===== config.mk =====
export PLATFORM = sky130hd
export DESIGN_NAME = serial_subtractor
export DESIGN_NICKNAME = d
export VERILOG_FILES = /design/src/rtl/serial_subtractor_pkg.sv /design/src/rtl/half_subtractor.sv /design/src/rtl/serial_subtractor.sv
export SDC_FILE = /design/constraint.sdc
export NUM_CORES = 1
export LEC_CHECK = 0
export CAP_MARGIN = 20
export CELL_PAD_IN_SITES_DETAIL_PLACEMENT = 1
export CELL_PAD_IN_SITES_GLOBAL_PLACEMENT = 2
export CORE_MARGIN = 5
export CORE_UTILIZATION = 34
export CTS_CLUSTER_SIZE = 20
export DETAILED_ROUTE_END_ITERATION = 8
export PLACE_DENSITY = 0.92
export SLEW_MARGIN = 20
export SYNTH_ARGS = -nofsm -noshare
export SYNTH_HDL_FRONTEND = slang
export SYNTH_SLANG_ARGS = --single-unit
export TNS_END_PERCENT = 30

===== constraint.sdc =====
create_clock -name clk -period 3.2 [get_ports clk]
set_input_delay 0.32 -clock clk [delete_from_list [all_inputs] [get_ports clk]]
set_output_delay 0.32 -clock clk [all_outputs]
set_load 0.005 [all_outputs]

===== src/rtl/serial_subtractor_pkg.sv =====
// serial_subtractor_pkg: FSM state encoding and counter sizing shared by the serial subtractor
package serial_subtractor_pkg;
  typedef enum logic [1:0] {
    ST_IDLE = 2'd0,
    ST_RUN  = 2'd1,
    ST_DONE = 2'd2
  } state_t;
  function automatic int cnt_w(input int width);
    return $clog2(width + 1);
  endfunction
endpackage


===== src/rtl/half_subtractor.sv =====
// half_subtractor: one-bit x - y; ports x, y in; diff = x^y, borrow = ~x&y out
module half_subtractor (
  input  logic x,
  input  logic y,
  output logic diff,
  output logic borrow
);
  assign diff   = x ^ y;
  assign borrow = ~x & y;
endmodule


===== src/rtl/serial_subtractor.sv =====
// serial_subtractor: bit-serial LSB-first a - b with borrow-out, one result per WIDTH+2 cycles
// ports: clk, rst (sync active-high), start, a, b in; busy, done (1-cycle), diff, borrow out
module serial_subtractor
  import serial_subtractor_pkg::*;
#(
  parameter int WIDTH = 8
) (
  input  logic             clk,
  input  logic             rst,
  input  logic             start,
  input  logic [WIDTH-1:0] a,
  input  logic [WIDTH-1:0] b,
  output logic             busy,
  output logic             done,
  output logic [WIDTH-1:0] diff,
  output logic             borrow
);
  localparam int CW = cnt_w(WIDTH);
  state_t           state;
  logic [WIDTH-1:0] sa, sb, res, res_next, top_bit;
  logic [CW-1:0]    cnt;
  logic             bff, d0, b0, d_i, b1, bo_i;
  half_subtractor u_hs0 (.x(sa[0]), .y(sb[0]), .diff(d0),  .borrow(b0));
  half_subtractor u_hs1 (.x(d0),    .y(bff),   .diff(d_i), .borrow(b1));
  assign bo_i = b0 | b1;
  // top_bit keeps the shift-in legal for WIDTH=1, where res[WIDTH-1:1] would be empty
  always_comb begin
    top_bit = '0;
    top_bit[WIDTH-1] = d_i;
    res_next = (res >> 1) | top_bit;
  end
  // outputs are loaded on the final RUN edge so they are valid in the same cycle as done
  always_ff @(posedge clk) begin
    if (rst) begin
      state  <= ST_IDLE;
      sa     <= '0;
      sb     <= '0;
      res    <= '0;
      bff    <= 1'b0;
      cnt    <= '0;
      busy   <= 1'b0;
      done   <= 1'b0;
      diff   <= '0;
      borrow <= 1'b0;
    end else begin
      case (state)
        ST_IDLE: begin
          done <= 1'b0;
          if (start) begin
            sa    <= a;
            sb    <= b;
            bff   <= 1'b0;
            cnt   <= '0;
            busy  <= 1'b1;
            state <= ST_RUN;
          end
        end
        ST_RUN: begin
          sa  <= sa >> 1;
          sb  <= sb >> 1;
          res <= res_next;
          bff <= bo_i;
          cnt <= cnt + 1'b1;
          if (cnt == CW'(WIDTH - 1)) begin
            diff   <= res_next;
            borrow <= bo_i;
            done   <= 1'b1;
            state  <= ST_DONE;
          end
        end
        ST_DONE: begin
          done  <= 1'b0;
          busy  <= 1'b0;
          state <= ST_IDLE;
        end
        default: begin
          done  <= 1'b0;
          busy  <= 1'b0;
          state <= ST_IDLE;
        end
      endcase
    end
  end
endmodule

# After elaboration in Yosys (flattened, before gate mapping)
# Cells that the tools add are included.
[word_totals] romBits=0 n_memories=0 latch_bits=0 elab_cells=44 ff_bits=42 in_bits=19 mem_bits_rw=0
[op_classes] n_div=0 mux=13 n_lt_le_gt_ge=0 n_bitwise=9 reduce_logical=7 n_shift=0 n_eq_ne=4 n_addsub=1 mul=0
[op_table] op="case mux 8 bit (2 select lines)" n=2
[op_table] op="two-way mux 8 bit" n=2
[op_table] op="OR 7 x 8 -> 8 bit" n=1
[op_table] op="case mux 4 bit (2 select lines)" n=1
[op_table] op="AND reduction 2 bit" n=4
[op_table] op="adder 4 x 1 -> 4 bit (second input constant)" n=1
[op_table] op="equality test 4 x 3 -> 1 bit (second input constant)" n=1
[op_table] op="two-way mux 2 bit" n=2
[op_table] op="two-way mux 4 bit" n=1
[op_table] op="!= test 2 bit (second input constant)" n=2
[op_table] op="case mux 1 bit (2 select lines)" n=2
[op_table] op="case mux 2 bit (2 select lines)" n=1
[op_table] op="NOT 1 bit" n=3
[op_table] op="AND 1 bit" n=2
[op_table] op="equality test 2 x 1 -> 1 bit (second input constant)" n=1
[op_table] op="zero test 2 bit" n=1
[op_table] op="two-way mux 1 bit" n=2
[op_table] op="nonzero test 2 bit" n=1
[op_table] op="OR reduction 2 bit" n=1
[op_table] op="XOR 1 bit" n=2
[op_table] op="OR 1 bit" n=1

# Depth between registers and ports, before layout
# Gate-level depths: netlist (run 1).
[depth] word_depth=5 ltp_mapped=5 mapped_depth_nobuf=4

# Hierarchy
# From an unflattened synthesis (run 1), not the netlist that was laid out.
[unflattened] cells_unflattened=195 area_unflattened_um2=1710.4
[by_module_without_submodules] mod="serial_subtractor" cells_per_inst=189 n_inst=1 area_each_um2=1670.4 seq_area_each_um2=820.8
[by_module_without_submodules] mod="half_subtractor" cells_per_inst=3 n_inst=2 area_each_um2=20.0 seq_area_each_um2=0.0

# Least setup slack after synthesis (run 1)
# Ideal clock, no wire load.
[synth_path] path_type="register to register" startpoint="register cnt[0]" endpoint="register borrow" arrival_ns=1.117 synth_period_minus_slack_ns=1.208 path_stages_with_launch=5 slack_ns=1.992 setup_ns=0.091 path_cell_list="dfxtp_1 -> ha_1 -> and3b_1 -> buf_2 -> a311oi_1"
[synth_via] elab_chain_len=2
[synth_rtl] element="start, declared" line="serial_subtractor.sv:21" source="logic [CW-1:0] cnt;"
[synth_rtl] element="start signal, assigned" line="serial_subtractor.sv:63" source="cnt <= cnt + 1'b1;"
[synth_rtl] element="equality test 4 x 3 -> 1 bit" line="serial_subtractor.sv:64" source="if (cnt == CW'(WIDTH - 1)) begin"
[synth_rtl] element="AND reduction 2 bit (no source line)"
[synth_rtl] element="end signal, assigned" line="serial_subtractor.sv:66" source="borrow <= bo_i;"
[synth_rtl] element="end, declared" line="serial_subtractor.sv:16" source="output logic borrow"
# Every way passes these cells.
# A chain may end at the register's enable or synchronous reset.

# Worst setup path in the final report (run 1)
[layout_path] startpoint="register state[0]" endpoint="register sb[0]"
[layout_via] elab_chain_len=3 word_cells_on_any_way=6
[layout_rtl] element="start, declared" line="serial_subtractor.sv:19" source="state_t state;"
[layout_rtl] element="start signal, assigned" line="serial_subtractor.sv:35" source="state <= ST_IDLE;"
[layout_rtl] element="start signal, assigned" line="serial_subtractor.sv:55" source="state <= ST_RUN;"
[layout_rtl] element="start signal, assigned" line="serial_subtractor.sv:68" source="state <= ST_DONE;"
[layout_rtl] element="equality test 2 x 1 -> 1 bit or zero test 2 bit (tied branches)" line="serial_subtractor.sv:46" source="case (state)"
[layout_rtl] element="nonzero test 2 bit (no source line) or != test 2 bit (tied branches)"
[layout_rtl] element="AND reduction 2 bit (no source line)"
[layout_rtl] element="end signal, assigned" line="serial_subtractor.sv:60" source="sb <= sb >> 1;"
[layout_rtl] element="end, declared" line="serial_subtractor.sv:20" source="logic [WIDTH-1:0] sa, sb, res, res_next, top_bit;"
# Parallel ways exist; a longest one is shown, timed or not.

==> impl_metrics.env, run 1 <==
export IMPL_synth_cell_area_um2=1760
export IMPL_clock_tree_root_cell="sky130_fd_sc_hd__clkbuf_8"
export IMPL_post_drt_wl_per_cell_um=14.3
export IMPL_insertion_delay_ns=0.29
export IMPL_register_area_um2=821
export IMPL_postSynthNetCount=219
export IMPL_grt_start_max_net_pins=34
export IMPL_post_drt_via_cell_ratio=5.13
export IMPL_slew_viol_final=0
export IMPL_place_gp_congestion=0.696
export IMPL_ys_warn_count=0
export IMPL_pwr_density_cell_nw_per_um2=512
export IMPL_die_h_um=81.9
export IMPL_worstSetupPathType="register to register"
export IMPL_outcome="completed"
export IMPL_number_of_global_route_vias_before_repair=1484
export IMPL_final_cell_mix="41 x sky130_fd_sc_hd__dfxtp_1, 32 x sky130_fd_sc_hd__a21oi_1, 32 x sky130_fd_sc_hd__nand2_1"
export IMPL_floorplan_die_area_um2=6710
export IMPL_ioPinCount=30
export IMPL_wl_um=4160
export IMPL_timing_worst_slew_pin_value_ns=0.850
export IMPL_die_x_um=81.9
export IMPL_period_minus_slack_ns=1.97
export IMPL_cp_end_kind="register"
export IMPL_netlist_cell_type_count=31
export IMPL_tritoncts_clock_tree="built"
export IMPL_ff2ff_path_depth=4
export IMPL_max_stage_delay_ns=0.62
export IMPL_power_switching_mw=0.272
export IMPL_fillers=601
export IMPL_cts_inserted_buffers=5
export IMPL_timing_final_crit_share_pct=61.5
export IMPL_cp_arrival_ns=2.17
export IMPL_setup_violations_final=0
export IMPL_cpLargestDelayFamily="flip-flops"
export IMPL_grt_setup_unrepaired="false"
export IMPL_initial_utilization_pct=34.7
export IMPL_ys_seq_area_share_pct=46.7
export IMPL_clk_path_buf_depth=2
export IMPL_synthCells=198
export IMPL_min_to="res[2]"
export IMPL_first_pass_grt_wire_length_um=7090
export IMPL_crit_path_top_delay_cell="sky130_fd_sc_hd__dfxtp_1"
export IMPL_power_ir_vdd_worst_mv=0.212
export IMPL_timing_hold_violations_final=0
export IMPL_cts_hold_buffers=0
export IMPL_multi_input_combinational_cell_area_um2=823
export IMPL_clock_power_share_pct=39.3
export IMPL_fin_tns_setup_ns=0
export IMPL_syn_mean_instance_area_um2=8.88
export IMPL_fp_coreArea_um2=5070
export IMPL_combinationalPowerShare_pct=11.6
export IMPL_count_of_inserted_antenna_diode_cells=0
export IMPL_cp_cell_sequence="nor2b_2 -> buf_4 -> a21oi_1 -> a221oi_1"
export IMPL_place_port_buffers=29
export IMPL_area_delta_synth_final_pct=24.0
export IMPL_drt_pre_antenna_iters=4
export IMPL_layout_drive_gt1_share_pct=12.7
export IMPL_clk_pin_slew_worst_paths_ns=0.08
export IMPL_r2r_setup_slack_ns=1.23
export IMPL_drt_antenna_violating_nets=0
export IMPL_max_cap_violations=0
export IMPL_final_net_count=241
export IMPL_globalRoute_totalOverflow=0
export IMPL_power_share_switching_pct=24.4
export IMPL_worstReg2RegEnd="sb[0]"
export IMPL_hold_path_class="register to register"
export IMPL_critical_path_max_fanout=21
export IMPL_final_setup_skew_ns=0.00593
export IMPL_critPathBufInv=1
export IMPL_setup_worst_path_start="state[0]"
export IMPL_hold_ws_ns=0.475
export IMPL_p_int_mw=0.844
export IMPL_yosys_register_bits=41
export IMPL_worst_min_delay_path_startpoint="res[3]"
export IMPL_antenna_violations_before_repair=0
export IMPL_cts_sinks=41
export IMPL_crit_required_ns=3.40
export IMPL_place_hpwl_um=2720
export IMPL_critical_path_reg2reg_startpoint="state[0]"
export IMPL_setup_worst_path_start_class="register"
export IMPL_dr_first_iter_drc_count=79
export IMPL_clock_tree_htree_level_count=2
export IMPL_post_route_drc_count=0
export IMPL_min_delay_path_depth=2
export IMPL_mostFrequentLayoutCell="sky130_fd_sc_hd__dfxtp_1"
export IMPL_total_routing_usage_gr_pct=13.9
export IMPL_max_freq_mhz=508
export IMPL_p_leak_nw=0.748
export IMPL_via_count=1493
export IMPL_post_cts_buffers=0
export IMPL_ctsResizeCount=0
export IMPL_seqPwrFrac_pct=49.1
export IMPL_std_cell_rows=26
export IMPL_maxSlewHeadroom_pct=43.2
cell type report:
cell class | instances | share of cell area [%]
multi-input combinational | 138 | 37.8
inverter | 3 | 0.516
clock buffer | 6 | 3.79
clock inverter | 2 | 1.72
tap | 70 | 4.02
sequential | 41 | 37.6
timing repair buffer | 31 | 14.6
through the flow:
stage	cells	utilization, %	power (mW)	instance area (µm²)	setup WS, ns
after floorplan	198	-	0.650	1760	1.99
after global placement	283	40.6	0.686	2060	1.32
after detailed placement	283	40.6	0.690	2060	1.26
after CTS	291	43.0	1.13	2180	1.23
after global routing	291	43.0	1.17	2180	1.03
final	291	43.0	1.12	2180	1.23
how the worst max path moves through the flow:
stage / end / slack (ns) / depth (start not counted)
after CTS: sb[0] / 1.23 / 4
after floorplan: borrow / 1.99 / 4
after detailed placement: sb[0] / 1.26 / 4
after global routing: sb[0] / 1.03 / 4
after global placement: sb[0] / 1.32 / 4
final: sb[0] / 1.23 / 4
worst reg2reg max path: stages (launching register included):
cell	delay [ns]
sky130_fd_sc_hd__dfxtp_1	0.62
sky130_fd_sc_hd__nor2b_2	0.53
sky130_fd_sc_hd__buf_4	0.34
sky130_fd_sc_hd__a21oi_1	0.11
sky130_fd_sc_hd__a221oi_1	0.28
sequential cells by signal (all words and copies together), names as in the netlist:
name    count
state       2
done        1
borrow      1
busy        1
sa          8
sb          8
diff        8
res         7
cnt         4
bff         1
power groups by stage:
stage                     Sequential (mW)  Combinational, mW  Clock, mW
final                               0.548              0.129      0.438
after global routing                0.551              0.145      0.475
after CTS                           0.548              0.131      0.451
after detailed placement            0.560              0.130          0
after global placement              0.559              0.126          0
after floorplan                     0.553             0.0965          0
synth_stat cells:
| library cell | n | area (µm²) |
|---|---|---|
| sky130_fd_sc_hd__buf_2 | 4 | 20.0 |
| sky130_fd_sc_hd__o32a_1 | 1 | 10.0 |
| sky130_fd_sc_hd__a2111oi_0 | 1 | 8.76 |
| sky130_fd_sc_hd__inv_1 | 3 | 11.3 |
| sky130_fd_sc_hd__ha_1 | 1 | 12.5 |
| sky130_fd_sc_hd__buf_1 | 1 | 3.75 |
| sky130_fd_sc_hd__a21oi_1 | 32 | 160 |
| sky130_fd_sc_hd__a2bb2oi_1 | 1 | 8.76 |
| sky130_fd_sc_hd__a22oi_1 | 3 | 22.5 |
| sky130_fd_sc_hd__a31oi_1 | 1 | 6.26 |
| sky130_fd_sc_hd__nand2b_4 | 1 | 13.8 |
| sky130_fd_sc_hd__o21ba_2 | 1 | 10.0 |
| sky130_fd_sc_hd__and3b_1 | 1 | 8.76 |
| sky130_fd_sc_hd__o21ai_0 | 8 | 40.0 |
| sky130_fd_sc_hd__dfxtp_1 | 41 | 821 |
| sky130_fd_sc_hd__nor3b_1 | 1 | 7.51 |
| sky130_fd_sc_hd__fa_1 | 1 | 20.0 |
| sky130_fd_sc_hd__or3_1 | 1 | 6.26 |
| sky130_fd_sc_hd__nor2b_1 | 1 | 6.26 |
| sky130_fd_sc_hd__buf_6 | 2 | 22.5 |
| sky130_fd_sc_hd__o21bai_4 | 1 | 18.8 |
| sky130_fd_sc_hd__nand3_1 | 10 | 50.1 |
| sky130_fd_sc_hd__nor3_1 | 3 | 15.0 |
| sky130_fd_sc_hd__nand3b_1 | 1 | 7.51 |
| sky130_fd_sc_hd__a211oi_2 | 14 | 175 |
| sky130_fd_sc_hd__nand2_1 | 32 | 120 |
| sky130_fd_sc_hd__a221oi_1 | 1 | 8.76 |
| sky130_fd_sc_hd__clkbuf_1 | 2 | 7.51 |
| sky130_fd_sc_hd__buf_4 | 7 | 52.6 |
| sky130_fd_sc_hd__nor2_1 | 20 | 75.1 |
| sky130_fd_sc_hd__a311oi_1 | 1 | 8.76 |
routing by layer:
| metal | part of all wire, % | GRT usage, % |
|---|---|---|
| met1 | 48 | 18.3 |
| met2 | 47 | 22.2 |
| met3 | 2.9 | 2.96 |
| met4 | 1.6 | 4.98 |
| met5 | 0 | 0 |
cell families (layout without fill, tap and decap cells):
kind of cell / after synthesis / in the layout / share of synthesized area [%]
buffers and inverters: 19 / 42 / 6.69
and+or+nand+nor: 71 / 71 / 17.6
DFF: 41 / 41 / 46.7
adders and majority gates: 2 / 2 / 1.85
AOI/OAI and AO/OA: 65 / 65 / 27.2
Power figures use the tool's default switching activity.
==> run 2, diff against run 1 <==
--- a/config.mk
+++ b/config.mk
@@ -9,10 +9,10 @@
 export CELL_PAD_IN_SITES_DETAIL_PLACEMENT = 1
 export CELL_PAD_IN_SITES_GLOBAL_PLACEMENT = 2
 export CORE_MARGIN = 5
-export CORE_UTILIZATION = 34
+export CORE_UTILIZATION = 28
 export CTS_CLUSTER_SIZE = 20
 export DETAILED_ROUTE_END_ITERATION = 8
-export PLACE_DENSITY = 0.92
+export PLACE_DENSITY = 0.82
 export SLEW_MARGIN = 20
 export SYNTH_ARGS = -nofsm -noshare
 export SYNTH_HDL_FRONTEND = slang
==> constraint.sdc (replaced) <==
create_clock -name clk -period 1.7 [get_ports clk]
set_input_delay 0.17 -clock clk [delete_from_list [all_inputs] [get_ports clk]]
set_output_delay 0.17 -clock clk [all_outputs]
set_load 0.005 [all_outputs]
==> impl_metrics.env, run 2 (synthesis results as in run 1) <==
export IMPL_std_cell_rows=28
export IMPL_cts_inserted_buffers=5
export IMPL_placedCellCount=295
export IMPL_timing_final_crit_share_pct=84.4
export IMPL_register_area_um2=821
export IMPL_number_of_global_route_vias_before_repair=1519
export IMPL_setup_worst_path_start_class="register"
export IMPL_fillers=708
export IMPL_finalCoreUtilization_pct=37.0
export IMPL_cp_end_kind="register"
export IMPL_wirelength_met1_um=1970
export IMPL_cpLargestDelayFamily="flip-flops"
export IMPL_timing_worst_slew_pin_value_ns=0.510
export IMPL_final_net_count=248
export IMPL_met3_length_um=147
export IMPL_tritoncts_clock_tree="built"
export IMPL_max_cap_violations=0
export IMPL_top_signal_layer_used="met4"
export IMPL_via_count=1472
export IMPL_post_drt_wl_per_cell_um=14.0
export IMPL_cts_sinks=41
export IMPL_fp_coreArea_um2=6030
export IMPL_layout_setup_ws_ns=0.265
export IMPL_final_cell_mix="41 x sky130_fd_sc_hd__dfxtp_1, 32 x sky130_fd_sc_hd__a21oi_1, 32 x sky130_fd_sc_hd__nand2_1"
export IMPL_drt_antenna_violating_nets=0
export IMPL_floorplan_die_area_um2=7970
export IMPL_maxSlewHeadroom_pct=65.9
export IMPL_setup_violations_final=0
export IMPL_crit_required_ns=1.86
export IMPL_p_total_mw=1.92
export IMPL_p_leak_nw=0.779
export IMPL_cts_hold_buffers=0
export IMPL_area_delta_synth_final_pct=26.6
export IMPL_period_minus_slack_ns=1.43
export IMPL_power_ir_vdd_worst_mv=0.339
export IMPL_hold_ws_ns=0.443
export IMPL_globalRoute_totalOverflow=0
export IMPL_hold_path_class="input port to register"
export IMPL_layout_cell_area_non_filler_um2=2230
export IMPL_critPathBufInv=0
export IMPL_layoutNonFillerInstCount=303
export IMPL_antenna_violations_before_repair=0
export IMPL_count_of_inserted_antenna_diode_cells=0
export IMPL_die_x_um=89.3
export IMPL_mostFrequentLayoutCell="sky130_fd_sc_hd__dfxtp_1"
export IMPL_clk_path_buf_depth=2
export IMPL_multi_input_combinational_cell_area_um2=823
export IMPL_grt_setup_unrepaired="false"
export IMPL_die_h_um=89.3
export IMPL_critical_path_max_fanout=9
export IMPL_grt_start_max_net_pins=34
export IMPL_place_hpwl_um=2880
export IMPL_max_stage_delay_ns=0.41
export IMPL_clk_pin_slew_worst_paths_ns=0.09
export IMPL_wl_um=4230
export IMPL_reg_largest_list="diff: 8 flops, sa: 8 flops, sb: 8 flops"
export IMPL_clock_tree_root_cell="sky130_fd_sc_hd__clkbuf_8"
export IMPL_timing_hold_violations_final=0
export IMPL_total_routing_usage_gr_pct=11.9
export IMPL_pwr_density_cell_nw_per_um2=864
export IMPL_max_freq_mhz=697
export IMPL_ctsResizeCount=0
export IMPL_place_port_buffers=29
export IMPL_insertion_delay_ns=0.30
export IMPL_first_pass_grt_wire_length_um=7360
export IMPL_outcome="completed"
export IMPL_cp_arrival_ns=1.59
export IMPL_fin_tns_setup_ns=0
export IMPL_layout_drive_gt1_share_pct=14.9
export IMPL_post_cts_buffers=0
export IMPL_post_drt_via_cell_ratio=4.86
export IMPL_initial_utilization_pct=29.2
export IMPL_slew_viol_final=0
export IMPL_met2_wirelength_um=2030
export IMPL_post_route_drc_count=0
export IMPL_worstSetupPathType="register to register"
export IMPL_placement_cell_area_um2=2140
export IMPL_final_setup_skew_ns=0.0120
export IMPL_cp_cell_sequence="ha_1 -> nand3b_1 -> o21ai_0 -> a21oi_1"
export IMPL_clock_tree_htree_level_count=2
export IMPL_place_gp_congestion=0.727
export IMPL_dp_worst_setup_slack_ns=0.171
export IMPL_drt_pre_antenna_iters=4
export IMPL_dr_first_iter_drc_count=92
export IMPL_crit_path_top_delay_cell="sky130_fd_sc_hd__dfxtp_1"
export IMPL_ioPinCount=30
-- run 2: cell count changes in the layout (fill, tap and decap cells not counted), sizes merged --
cell | before | now
clkinvlp | 1 | 0
clkinv | 0 | 2
buf | 2 | 9
bufinv | 1 | 0
-- run 2: path summary, 6_finish.rpt --
kind | start | endpoint | slack, ns | depth (start not counted)
worst max-delay path | cnt[0] | diff[6] | 0.27 | 4
worst min-delay path | a[2] | sa[2] | 0.44 | 3
worst max register to register | cnt[0] | diff[6] | 0.27 | 4
worst min register to register | res[1] | res[1] | 0.46 | 2
-- run 2: cell type report --
class / count / share of cell area [%]
inverters: 3 / 0.506
well taps: 75 / 4.21
flip-flops and latches: 41 / 36.9
clock inverters: 2 / 0.449
clock buffers: 6 / 3.26
repair buffers: 38 / 17.8
multi-input cells: 138 / 37.0
-- run 2: layer usage --
metal | GRT usage (%) | vias up
li1 | - | 746
met1 | 15.2 | 698
met2 | 19.4 | 20
met3 | 2.49 | 8
met4 | 5.28 | 0
met5 | 0 | -
-- run 2: power breakdown --
group	total [mW]	internal, mW	leakage, nW	switching [mW]
Sequential	1.03	1.00	0.335	0.0278
Combinational	0.267	0.127	0.399	0.140
Clock	0.627	0.285	0.0450	0.342
-- run 2: tightest hold or removal path, stage by stage --
cell and delay [ns]:
sky130_fd_sc_hd__clkdlybuf4s50_1 0.39, sky130_fd_sc_hd__nand2_1 0.07, sky130_fd_sc_hd__a211oi_2 0.05
==> run 3, diff against run 2 <==
==> constraint.sdc (replaced) <==
create_clock -name clk -period 1.3 [get_ports clk]
set_input_delay 0.13 -clock clk [delete_from_list [all_inputs] [get_ports clk]]
set_output_delay 0.13 -clock clk [all_outputs]
set_load 0.005 [all_outputs]
==> impl_metrics.env, run 3 (synthesis results as in run 1) <==
export IMPL_area_delta_synth_final_pct=37.6
export IMPL_floorplan_die_area_um2=7970
export IMPL_register_area_um2=833
export IMPL_layout_setup_ws_ns=0.0368
export IMPL_clk_pin_slew_worst_paths_ns=0.09
export IMPL_antenna_violations_before_repair=0
export IMPL_mostFrequentLayoutCell="sky130_fd_sc_hd__nand2_1"
export IMPL_critPathBufInv=1
export IMPL_count_of_inserted_antenna_diode_cells=0
export IMPL_post_drt_wl_per_cell_um=14.3
export IMPL_max_cap_violations=0
export IMPL_timing_final_crit_share_pct=97.2
export IMPL_drt_antenna_violating_nets=0
export IMPL_final_net_count=259
export IMPL_number_of_global_route_vias_before_repair=1604
export IMPL_grt_util_met3_pct=2.95
export IMPL_grt_use_met1_pct=16.4
export IMPL_slew_viol_final=0
export IMPL_grt_met2_usage_pct=19.4
export IMPL_critical_path_max_fanout=2
export IMPL_cp_cell_sequence="clkdlybuf4s50_1"
export IMPL_max_stage_delay_ns=0.49
export IMPL_grt_setup_unrepaired="true"
export IMPL_pwr_density_cell_nw_per_um2=1160
export IMPL_worstSetupPathType="register to primary output"
export IMPL_cts_inserted_buffers=5
export IMPL_fin_tns_setup_ns=0
export IMPL_wl_um=4500
export IMPL_grt_start_max_net_pins=21
export IMPL_post_route_drc_count=0
export IMPL_dp_worst_setup_slack_ns=-0.0801
export IMPL_p_leak_nw=0.963
export IMPL_p_total_mw=2.80
export IMPL_cpLargestDelayFamily="buffers and inverters"
export IMPL_timing_worst_slew_pin_value_ns=0.318
export IMPL_fillers=717
export IMPL_period_minus_slack_ns=1.26
export IMPL_final_setup_skew_ns=0.00673
export IMPL_hold_path_class="input port to register"
export IMPL_timing_hold_violations_final=0
export IMPL_maxSlewHeadroom_pct=78.8
export IMPL_setup_worst_path_start_class="register"
export IMPL_reg_largest_list="diff: 8 flops, sa: 8 flops, sb: 8 flops"
export IMPL_std_cell_rows=28
export IMPL_outcome="completed"
export IMPL_max_freq_mhz=792
export IMPL_post_drt_via_cell_ratio=4.81
export IMPL_final_cell_mix="32 x sky130_fd_sc_hd__nand2_1, 31 x sky130_fd_sc_hd__dfxtp_1, 30 x sky130_fd_sc_hd__a21oi_1"
export IMPL_grt_most_used_layer="met2"
export IMPL_place_gp_congestion=0.684
export IMPL_layout_drive_gt1_share_pct=25.9
export IMPL_globalRoute_totalOverflow=0
export IMPL_dr_first_iter_drc_count=87
export IMPL_clk_path_buf_depth=2
export IMPL_cts_sinks=41
export IMPL_crit_required_ns=1.17
export IMPL_initial_utilization_pct=29.2
export IMPL_first_pass_grt_wire_length_um=7670
export IMPL_place_port_buffers=29
export IMPL_clock_tree_root_cell="sky130_fd_sc_hd__clkbuf_8"
export IMPL_drt_pre_antenna_iters=4
export IMPL_die_h_um=89.3
export IMPL_cts_hold_buffers=0
export IMPL_cp_end_kind="primary output"
export IMPL_cp_arrival_ns=1.13
export IMPL_setup_violations_final=0
export IMPL_die_x_um=89.3
export IMPL_tritoncts_clock_tree="built"
export IMPL_power_ir_vdd_worst_mv=0.583
export IMPL_crit_path_top_delay_cell="sky130_fd_sc_hd__clkdlybuf4s50_1"
export IMPL_insertion_delay_ns=0.30
export IMPL_multi_input_combinational_cell_area_um2=862
export IMPL_place_hpwl_um=3150
export IMPL_via_count=1510
export IMPL_clock_tree_htree_level_count=2
export IMPL_fp_coreArea_um2=6030
export IMPL_total_routing_usage_gr_pct=12.4
export IMPL_ioPinCount=30
-- run 3: cell type report --
class / instances / area share [%]
clock buffers: 5 / 2.84
clock inverters: 3 / 1.91
inverters: 3 / 0.465
multi-input cells: 138 / 35.6
flip-flops and latches: 41 / 34.4
well taps: 75 / 3.88
repair buffers: 49 / 20.9
-- run 3: timing repair --
action,CTS,global route
pin swaps,0,0
gates resized for setup,4,22
endpoints found under the setup margin,17,31
buffers inserted,0,0
-- run 3: path summary, 6_finish.rpt --
path            from      end  slack, ns  cells after the start
max reg2reg   cnt[0]  diff[4]       0.05                      5
min             a[3]    sa[3]       0.40                      3
max          diff[4]  diff[4]       0.04                      1
min reg2reg   res[1]   res[1]       0.46                      2
-- run 3: through the flow --
stage / instances / area [µm²] / hold slack [ns] / util [%]
4_1_cts: 314 / 2360 / 0.392 / 39.2
3_3_place_gp: 306 / 2240 / 0.446 / 37.2
2_1_floorplan: 198 / 1760 / 0.220 / -
3_5_place_dp: 306 / 2240 / 0.451 / 37.2
6_report: 314 / 2420 / 0.402 / 40.2
5_1_grt: 314 / 2420 / 0.391 / 40.2
-- run 3: routing by layer --
metal  share of wire [%]  wire [µm]
met1                  48       2160
met4                 1.9         87
met5                   0          0
met2                  47       2110
met3                 3.0        137
-- run 3: tightest hold or removal path, cell delays in order --
cell and delay (ns):
sky130_fd_sc_hd__clkdlybuf4s50_1 0.40, sky130_fd_sc_hd__nand2_1 0.07, sky130_fd_sc_hd__a211oi_2 0.05
-- run 3: where the power goes --
part	switching, mW	internal [mW]	total (mW)
Clock	0.478	0.575	1.05
Combinational	0.201	0.200	0.401
Sequential	0.0356	1.31	1.35
